## src/rtl/lcd_pkg.sv

```systemverilog
// Shared HD44780 command constants, driver state encoding and init-list ROM.
// Imported by the LCD bus driver and the calculator display sequencer.
package lcd_pkg;

  localparam logic [7:0] LCD_FUNC_8B2L = 8'h38;
  localparam logic [7:0] LCD_DISP_ON   = 8'h0C;
  localparam logic [7:0] LCD_CLEAR     = 8'h01;
  localparam logic [7:0] LCD_ENTRY_INC = 8'h06;
  localparam logic [7:0] LCD_HOME      = 8'h02;
  localparam logic [7:0] LCD_DDRAM_L1  = 8'h80;
  localparam logic [7:0] LCD_DDRAM_L2  = 8'hC0;

  localparam int unsigned INIT_IDX_W = 2;

  typedef enum logic [2:0] {
    ST_PWRUP,
    ST_SETUP,
    ST_EN_HI,
    ST_WAIT,
    ST_IDLE
  } lcd_state_e;

  // Byte currently presented on the LCD bus.
  typedef struct packed {
    logic       rs;
    logic [7:0] data;
  } lcd_byte_t;

  function automatic logic [7:0] init_cmd(input logic [INIT_IDX_W-1:0] idx);
    logic [7:0] cmd;
    case (idx)
      2'd0:    cmd = LCD_FUNC_8B2L;
      2'd1:    cmd = LCD_DISP_ON;
      2'd2:    cmd = LCD_CLEAR;
      default: cmd = LCD_ENTRY_INC;
    endcase
    return cmd;
  endfunction

  // Clear (0x01) and home (0x02/0x03) need the long execution wait.
  function automatic logic needs_long_wait(input lcd_byte_t b);
    return !b.rs && (b.data[7:2] == 6'd0) && (b.data != 8'd0);
  endfunction

endpackage

```

## src/rtl/lcd_bus_driver_if.sv

```systemverilog
// Upstream byte handshake plus the LCD-side bus of the character LCD driver.
interface lcd_bus_driver_if;

  logic       in_valid;
  logic       in_ready;
  logic       in_rs;
  logic [7:0] in_data;
  logic       init_done;
  logic       busy;
  logic [7:0] lcd_data;
  logic       lcd_rs;
  logic       lcd_rw;
  logic       lcd_en;

  modport master (
    output in_valid, in_rs, in_data,
    input  in_ready, init_done, busy, lcd_data, lcd_rs, lcd_rw, lcd_en
  );

  modport slave (
    input  in_valid, in_rs, in_data,
    output in_ready, init_done, busy, lcd_data, lcd_rs, lcd_rw, lcd_en
  );

endinterface

```

## src/rtl/lcd_delay_timer.sv

```systemverilog
// Loadable down-counter; done_c is high once the loaded cycle count has elapsed.
module lcd_delay_timer #(
  parameter int unsigned CNT_W   = 8,
  parameter int unsigned RST_CYC = 1
) (
  input  logic             clk,
  input  logic             rst_n,
  input  logic             load,
  input  logic [CNT_W-1:0] load_cyc,
  output logic             done_c
);

  logic [CNT_W-1:0] cnt_q;

  // Loading N keeps done_c low for N-1 cycles, so the owning state lasts N cycles.
  always_ff @(posedge clk) begin
    if (!rst_n) begin
      cnt_q <= CNT_W'(RST_CYC - 1);
    end else if (load) begin
      cnt_q <= load_cyc - CNT_W'(1);
    end else if (cnt_q != '0) begin
      cnt_q <= cnt_q - CNT_W'(1);
    end
  end

  assign done_c = (cnt_q == '0);

endmodule

```

## src/rtl/lcd_bus_driver.sv

```systemverilog
// HD44780 write controller: power-up init, then one handshaked byte per
// SETUP / EN pulse / execution-wait cycle.
module lcd_bus_driver
  import lcd_pkg::*;
#(
  parameter int unsigned POWERUP_CYC    = 2_000_000,
  parameter int unsigned SETUP_CYC      = 25,
  parameter int unsigned EN_HIGH_CYC    = 25,
  parameter int unsigned CMD_WAIT_CYC   = 2_500,
  parameter int unsigned CLEAR_WAIT_CYC = 100_000
) (
  input  logic              clk,
  input  logic              rst_n,
  lcd_bus_driver_if.slave   bus
);

  localparam int unsigned MAX_A   = (POWERUP_CYC > SETUP_CYC) ? POWERUP_CYC : SETUP_CYC;
  localparam int unsigned MAX_B   = (EN_HIGH_CYC > CMD_WAIT_CYC) ? EN_HIGH_CYC : CMD_WAIT_CYC;
  localparam int unsigned MAX_AB  = (MAX_A > MAX_B) ? MAX_A : MAX_B;
  localparam int unsigned MAX_CYC = (MAX_AB > CLEAR_WAIT_CYC) ? MAX_AB : CLEAR_WAIT_CYC;
  localparam int unsigned CNT_W   = $clog2(MAX_CYC) + 1;

  localparam logic [INIT_IDX_W-1:0] INIT_LAST = INIT_IDX_W'(3);

  lcd_state_e              state_q, state_d;
  lcd_byte_t               cur_q, cur_d;
  logic                    en_q, en_d;
  logic                    ready_q, ready_d;
  logic                    busy_q, busy_d;
  logic                    init_done_q, init_done_d;
  logic [INIT_IDX_W-1:0]   idx_q, idx_d;
  logic                    tmr_load_c;
  logic [CNT_W-1:0]        tmr_cyc_c;
  logic                    tmr_done_c;

  lcd_delay_timer #(
    .CNT_W   (CNT_W),
    .RST_CYC (POWERUP_CYC)
  ) u_timer (
    .clk      (clk),
    .rst_n    (rst_n),
    .load     (tmr_load_c),
    .load_cyc (tmr_cyc_c),
    .done_c   (tmr_done_c)
  );

  always_ff @(posedge clk) begin
    if (!rst_n) begin
      state_q     <= ST_PWRUP;
      cur_q       <= '0;
      en_q        <= 1'b0;
      ready_q     <= 1'b0;
      busy_q      <= 1'b1;
      init_done_q <= 1'b0;
      idx_q       <= '0;
    end else begin
      state_q     <= state_d;
      cur_q       <= cur_d;
      en_q        <= en_d;
      ready_q     <= ready_d;
      busy_q      <= busy_d;
      init_done_q <= init_done_d;
      idx_q       <= idx_d;
    end
  end

  always_comb begin
    state_d     = state_q;
    cur_d       = cur_q;
    en_d        = en_q;
    ready_d     = ready_q;
    busy_d      = busy_q;
    init_done_d = init_done_q;
    idx_d       = idx_q;
    tmr_load_c  = 1'b0;
    tmr_cyc_c   = '0;

    unique case (state_q)
      ST_PWRUP: begin
        if (tmr_done_c) begin
          state_d    = ST_SETUP;
          cur_d      = '{rs: 1'b0, data: init_cmd(idx_q)};
          tmr_load_c = 1'b1;
          tmr_cyc_c  = CNT_W'(SETUP_CYC);
        end
      end
      ST_SETUP: begin
        if (tmr_done_c) begin
          state_d    = ST_EN_HI;
          en_d       = 1'b1;
          tmr_load_c = 1'b1;
          tmr_cyc_c  = CNT_W'(EN_HIGH_CYC);
        end
      end
      ST_EN_HI: begin
        if (tmr_done_c) begin
          state_d    = ST_WAIT;
          en_d       = 1'b0;
          tmr_load_c = 1'b1;
          tmr_cyc_c  = needs_long_wait(cur_q) ? CNT_W'(CLEAR_WAIT_CYC) : CNT_W'(CMD_WAIT_CYC);
        end
      end
      ST_WAIT: begin
        if (tmr_done_c) begin
          // During init, chain straight into the next list entry.
          if (init_done_q || (idx_q == INIT_LAST)) begin
            state_d     = ST_IDLE;
            ready_d     = 1'b1;
            busy_d      = 1'b0;
            init_done_d = 1'b1;
          end else begin
            state_d    = ST_SETUP;
            idx_d      = idx_q + INIT_IDX_W'(1);
            cur_d      = '{rs: 1'b0, data: init_cmd(idx_q + INIT_IDX_W'(1))};
            tmr_load_c = 1'b1;
            tmr_cyc_c  = CNT_W'(SETUP_CYC);
          end
        end
      end
      ST_IDLE: begin
        if (bus.in_valid && ready_q) begin
          state_d    = ST_SETUP;
          cur_d      = '{rs: bus.in_rs, data: bus.in_data};
          ready_d    = 1'b0;
          busy_d     = 1'b1;
          tmr_load_c = 1'b1;
          tmr_cyc_c  = CNT_W'(SETUP_CYC);
        end
      end
      default: begin
        state_d = ST_PWRUP;
      end
    endcase
  end

  assign bus.in_ready  = ready_q;
  assign bus.busy      = busy_q;
  assign bus.init_done = init_done_q;
  assign bus.lcd_data  = cur_q.data;
  assign bus.lcd_rs    = cur_q.rs;
  assign bus.lcd_rw    = 1'b0;
  assign bus.lcd_en    = en_q;

endmodule

```

## src/flat_wrapper.sv

```systemverilog
// flat-port wrapper written by rule: the top's interface ports become plain ports
module lcd_bus_driver_flat import lcd_pkg::*;
#(
  parameter int unsigned POWERUP_CYC    = 2_000_000,
  parameter int unsigned SETUP_CYC      = 25,
  parameter int unsigned EN_HIGH_CYC    = 25,
  parameter int unsigned CMD_WAIT_CYC   = 2_500,
  parameter int unsigned CLEAR_WAIT_CYC = 100_000
)
  (clk, rst_n, bus_in_valid, bus_in_rs, bus_in_data, bus_in_ready, bus_init_done, bus_busy, bus_lcd_data, bus_lcd_rs, bus_lcd_rw, bus_lcd_en);
  lcd_bus_driver_if bus_i ();
  input  logic clk;
  input  logic rst_n;
  input wire logic [$bits(bus_i.in_valid)-1:0] bus_in_valid;
  input wire logic [$bits(bus_i.in_rs)-1:0] bus_in_rs;
  input wire logic [$bits(bus_i.in_data)-1:0] bus_in_data;
  output wire logic [$bits(bus_i.in_ready)-1:0] bus_in_ready;
  output wire logic [$bits(bus_i.init_done)-1:0] bus_init_done;
  output wire logic [$bits(bus_i.busy)-1:0] bus_busy;
  output wire logic [$bits(bus_i.lcd_data)-1:0] bus_lcd_data;
  output wire logic [$bits(bus_i.lcd_rs)-1:0] bus_lcd_rs;
  output wire logic [$bits(bus_i.lcd_rw)-1:0] bus_lcd_rw;
  output wire logic [$bits(bus_i.lcd_en)-1:0] bus_lcd_en;
  assign bus_i.in_valid = bus_in_valid;
  assign bus_i.in_rs = bus_in_rs;
  assign bus_i.in_data = bus_in_data;
  assign bus_in_ready = bus_i.in_ready;
  assign bus_init_done = bus_i.init_done;
  assign bus_busy = bus_i.busy;
  assign bus_lcd_data = bus_i.lcd_data;
  assign bus_lcd_rs = bus_i.lcd_rs;
  assign bus_lcd_rw = bus_i.lcd_rw;
  assign bus_lcd_en = bus_i.lcd_en;
  lcd_bus_driver #(.POWERUP_CYC(POWERUP_CYC), .SETUP_CYC(SETUP_CYC), .EN_HIGH_CYC(EN_HIGH_CYC), .CMD_WAIT_CYC(CMD_WAIT_CYC), .CLEAR_WAIT_CYC(CLEAR_WAIT_CYC)) u_core (.clk(clk), .rst_n(rst_n), .bus(bus_i));
endmodule
```

## config.mk

```make
export PLATFORM = sky130hd
export DESIGN_NAME = lcd_bus_driver_flat
export DESIGN_NICKNAME = d
export VERILOG_FILES = /design/src/rtl/lcd_pkg.sv /design/src/rtl/lcd_bus_driver_if.sv /design/src/rtl/lcd_delay_timer.sv /design/src/rtl/lcd_bus_driver.sv /design/src/flat_wrapper.sv
export SDC_FILE = /design/constraint.sdc
export NUM_CORES = 1
export LEC_CHECK = 0
export ABC_CLOCK_PERIOD_IN_PS = 3700
export BUFFER_PORTS_ARGS = -buffer_cell sky130_fd_sc_hd__buf_2
export CORE_MARGIN = 2
export CORE_UTILIZATION = 55
export CTS_BUF_LIST = sky130_fd_sc_hd__clkbuf_16
export DETAILED_ROUTE_END_ITERATION = 8
export PLACE_DENSITY = 0.75
export SYNTH_ARGS = -nofsm -noshare
export SYNTH_HDL_FRONTEND = slang
export SYNTH_SLANG_ARGS = --single-unit
export TNS_END_PERCENT = 20
```

## constraint.sdc

```tcl
create_clock -name clk -period 3.7 [get_ports clk]
set_input_delay 0.185 -clock clk [delete_from_list [all_inputs] [get_ports clk]]
set_output_delay 0.185 -clock clk [all_outputs]
set_load 0.01 [all_outputs]
```

==> results.json <==
{
  "switching_part_of_the_total_pct": 19.7,
  "worst_ep_required_time_ns": 3.88,
  "mappedNetlistArea_sq_um": 2400,
  "timing.critical_path.slowest_stage_cell": "or4b_1",
  "fraction_of_layout_cells_with_a_size_suffix_above_1_pct": 16.6,
  "number_of_antenna_violations_at_the_first_check_in_global_routing": 0,
  "layout.filler_cells": 379,
  "post_synthesis_cell_type_count": 57,
  "antennaDiodeCount": 0,
  "timing.hold.worst_path_depth": 3,
  "crit_type": "reg2reg",
  "place_ws_ns": 0.394,
  "nets": 331,
  "fin_ws_ns": 0.286,
  "sequential_cell_area_sq_um": 801,
  "finClkSkew_ns": 0.00505,
  "cp_max_fo": 7,
  "vias_in_the_first_global_route": 2217,
  "smallest_hold_slack_ns": 0.225,
  "drt_first_pass_iters": 4,
  "num_rows": 24,
  "totalWireLength_mm": 6.09,
  "rr_worst_depth": 13,
  "fp.dieArea_sq_um": 4910,
  "netlist_instances": 288,
  "ctsHtreeMaxLevel": 2,
  "die_h_microns": 70.1,
  "fin_util_pct": 63.9,
  "floorplan.io_pins": 26,
  "ant_nets": 0,
  "max_freq_mhz": 293,
  "power_density_nw_per_um2": 346,
  "postCtsSetupBuffers": 0,
  "sequentialPowerShare_pct": 46.4,
  "timing.hold.worst.class": "in2reg",
  "r2r_startpoint": "u_core.idx_q[0]$_SDFFE_PN0P_",
  "crit_chain": "ha_1 > nor2_1 > o2111ai_1 > o21a_1 > a21oi_1 > ha_1 > or4b_1 > nor3_1 > o211ai_1 > nor3_2 > o21ai_1 > and3_1 > o21a_1",
  "total_leakage_power_uw": 0.00114,
  "critical_path_depth": 13,
  "wire_length_of_the_first_global_routing_pass_mm": 10.6,
  "post_synth_edffs": 0,
  "pwr-share-clk_pct": 50.9,
  "status": "finished clean",
  "starting_density_pct": 56.3,
  "synth_nets": 307,
  "setup_viol": 0,
  "share_of_synthesized_registers_carrying_an_async_set_or_reset_pct": 0,
  "worst_slew_margin_rel_pct": 49.8,
  "switchingPower_uw": 186,
  "syn2layout_area_growth_pct": 13.5,
  "global_route.overflow_total": 0,
  "grt_max_degree": 37,
  "final.period_utilization_pct": 92.3,
  "yosysWarnings": 0,
  "fin_area_sq_um": 2730,
  "cts.sink_count": 40,
  "port-buffer-count": 24,
  "via_per_inst": 6.21,
  "rsz0062_at_grt": "false",
  "syn-mean-instance-area_sq_um": 8.34,
  "starting_drc_count_in_detailed_routing": 231,
  "setup-tns-final_ns": 0,
  "synth_seq_cells": 40,
  "cts_buffer_depth": 2,
  "hold_path.startpoint": "bus_in_rs",
  "vdd_ir_drop_max_v": 0.000206,
  "cts_hold_buffers": 0,
  "worst_setup_path_startpoint": "u_core.idx_q[0]$_SDFFE_PN0P_",
  "cp-start-kind": "flop",
  "cpLargestDelayFamily": "simple AND/OR/NAND/NOR gates",
  "worstReg2RegEnd": "u_core.u_timer.cnt_q[12]$_SDFFE_PN0P_",
  "power_report.internal_total_uw": 757,
  "synth_ff_type": "dfxtp_1",
  "drv.max_cap_violation_count": 0,
  "placed_area_sq_um": 2560,
  "multi_input_area_sq_um": 1520,
  "max_slew.worst_pin.slew_ns": 0.747,
  "timing.final.hold_violations": 0,
  "worstPathBufferInverterCount": 0,
  "insertion_delay_ns": 0.28,
  "synth_seq_area_share_pct": 33.4,
  "cts_inserted_buffers": 5,
  "setup_slack_of_the_worst_register_to_register_path_ns": 0.29,
  "drv_slew": 0,
  "critPathCaptureType": "flop",
  "finalWeightedCongestion": 0.914,
  "vias": 2266,
  "timing.critical_path.arrival_ns": 3.59,
  "die_x_microns": 70.1,
  "critPathCapture": "u_core.u_timer.cnt_q[12]$_SDFFE_PN0P_",
  "detail_route.wl_per_cell_microns": 16.7,
  "clock-root-buffer": "clkbuf_16",
  "post-route-min-period_ns": 3.41,
  "share_comb_of_total_power_pct": 2.7,
  "detailedPlacementHpwl_mm": 4.37,
  "critical-path-max-stage-delay_ns": 0.47,
  "tritoncts_clock_tree": "built",
  "grtUsageTotal_pct": 26.8,
  "coreArea_sq_um": 4260,
  "clkTransAtPathRegs_ns": 0.06,
  "drc": 0,
  "post_cts.resized_instances": 0
}
==> synthesized netlist by cell type, types with 4 or more instances <==
cell,instances,area (sq um)
nand4_1,4,25.0
o21ai_0,10,50.1
ha_1,7,87.6
o21a_1,6,45.0
xnor2_1,9,78.8
nand3_1,10,50.1
nor2_1,26,97.6
nor4_1,10,62.6
a31oi_1,4,25.0
and3_1,8,50.1
inv_1,8,30.0
o211a_1,7,70.1
a211oi_1,4,30.0
o21ai_1,14,70.1
a21oi_1,11,55.1
clkbuf_1,5,18.8
nor3_1,9,45.0
nand2_1,27,101
dfxtp_1,40,801
==> sequential cells by signal, summed over array words and instances (netlist names) <==
signal,count
u_core.bus.in_ready,1
u_core.u_timer.cnt_q,22
u_core.idx_q,2
u_core.bus.lcd_rs,1
u_core.bus.busy,1
u_core.bus.init_done,1
u_core.state_q,3
u_core.bus.lcd_data,8
u_core.bus.lcd_en,1
==> power by group through the flow <==
stage	registers [uW]	clock network (uW)	logic, uW
finish	438	480	25.2
global route	438	501	28.2
CTS	438	485	25.0
detailed placement	447	0	24.8
global placement	447	0	25.1
floorplan	446	0	15.7
==> how the worst min path moves through the flow <==
stage | end | slack, ns
5_1_grt | u_core.bus.lcd_data[7]$_SDFFE_PN0P_ | 0.24
4_1_cts | u_core.bus.lcd_rs$_SDFFE_PN0P_ | 0.23
3_3_place_gp | u_core.u_timer.cnt_q[21]$_SDFFE_PN0P_ | 0.47
2_1_floorplan | u_core.bus.lcd_data[6]$_SDFFE_PN0P_ | 0.43
6_report | u_core.bus.lcd_rs$_SDFFE_PN0P_ | 0.22
3_5_place_dp | u_core.u_timer.cnt_q[21]$_SDFFE_PN0P_ | 0.48
==> cell usage in the layout, fill, tap and decap left out, types with 3 or more instances in the layout <==
master,n
dfxtp_1,40
nand2_1,27
nor2_1,26
buf_2,24
o21ai_1,14
a21oi_1,11
nor4_1,10
nand3_1,10
o21ai_0,10
nor3_1,9
xnor2_1,9
inv_1,8
and3_1,8
o211a_1,7
ha_1,7
o21a_1,6
clkbuf_16,5
nand4_1,4
a31oi_1,4
a211oi_1,4
buf_4,4
nor4_2,3
o211ai_1,3
nand2b_1,3
or3_1,3
nor4b_2,3
mux2i_1,3
and2_1,3
nor2b_1,3
a22oi_1,3
xor2_1,3
==> cell type report <==
type	count	area share (%)
inverters	8	1.10
repair buffers	28	5.51
clock inverters	3	1.38
clock buffers	5	4.59
multi-input cells	229	55.7
flip-flops and latches	40	29.4
well taps	52	2.39
==> worst reg2reg max path: cells and delay by family (launching register included) <==
family,cells,cell delay (ns)
AND/OR/NAND/NOR,5,1.39
flip-flops,1,0.38
adder cells (fa/ha/maj),2,0.45
AO/OA/AOI/OAI,6,1.10
==> metal layers <==
metal | vias to the layer above | wire length (microns) | GRT usage [%]
met5 | - | 0 | 0
met4 | 0 | 126 | 10.3
li1 | 1120 | - | -
met1 | 1058 | 2760 | 36.6
met3 | 13 | 343 | 4.62
met2 | 75 | 2860 | 42.3
==> stage by stage <==
| step | total power, uW | std cells |
|---|---|---|
| 3_3_place_gp | 472 | 357 |
| 6_report | 943 | 365 |
| 4_1_cts | 948 | 365 |
| 2_1_floorplan | 462 | 288 |
| 3_5_place_dp | 472 | 357 |
| 5_1_grt | 967 | 365 |
==> kinds of logic (layout without fill, tap and decap cells) <==
| logic type | after synthesis | count (layout) | synth area share (%) |
|---|---|---|---|
| adder cells (fa/ha/maj) | 7 | 7 | 3.65 |
| other | 1 | 1 | 0.156 |
| multiplexers | 3 | 3 | 1.25 |
| AND/OR/NAND/NOR | 128 | 128 | 31.9 |
| buffers and inverters | 19 | 44 | 3.44 |
| XOR/XNOR | 12 | 12 | 4.38 |
| AO/OA/AOI/OAI | 78 | 78 | 21.9 |
| flip-flops | 40 | 40 | 33.4 |
(Power assumes the default switching activity.)
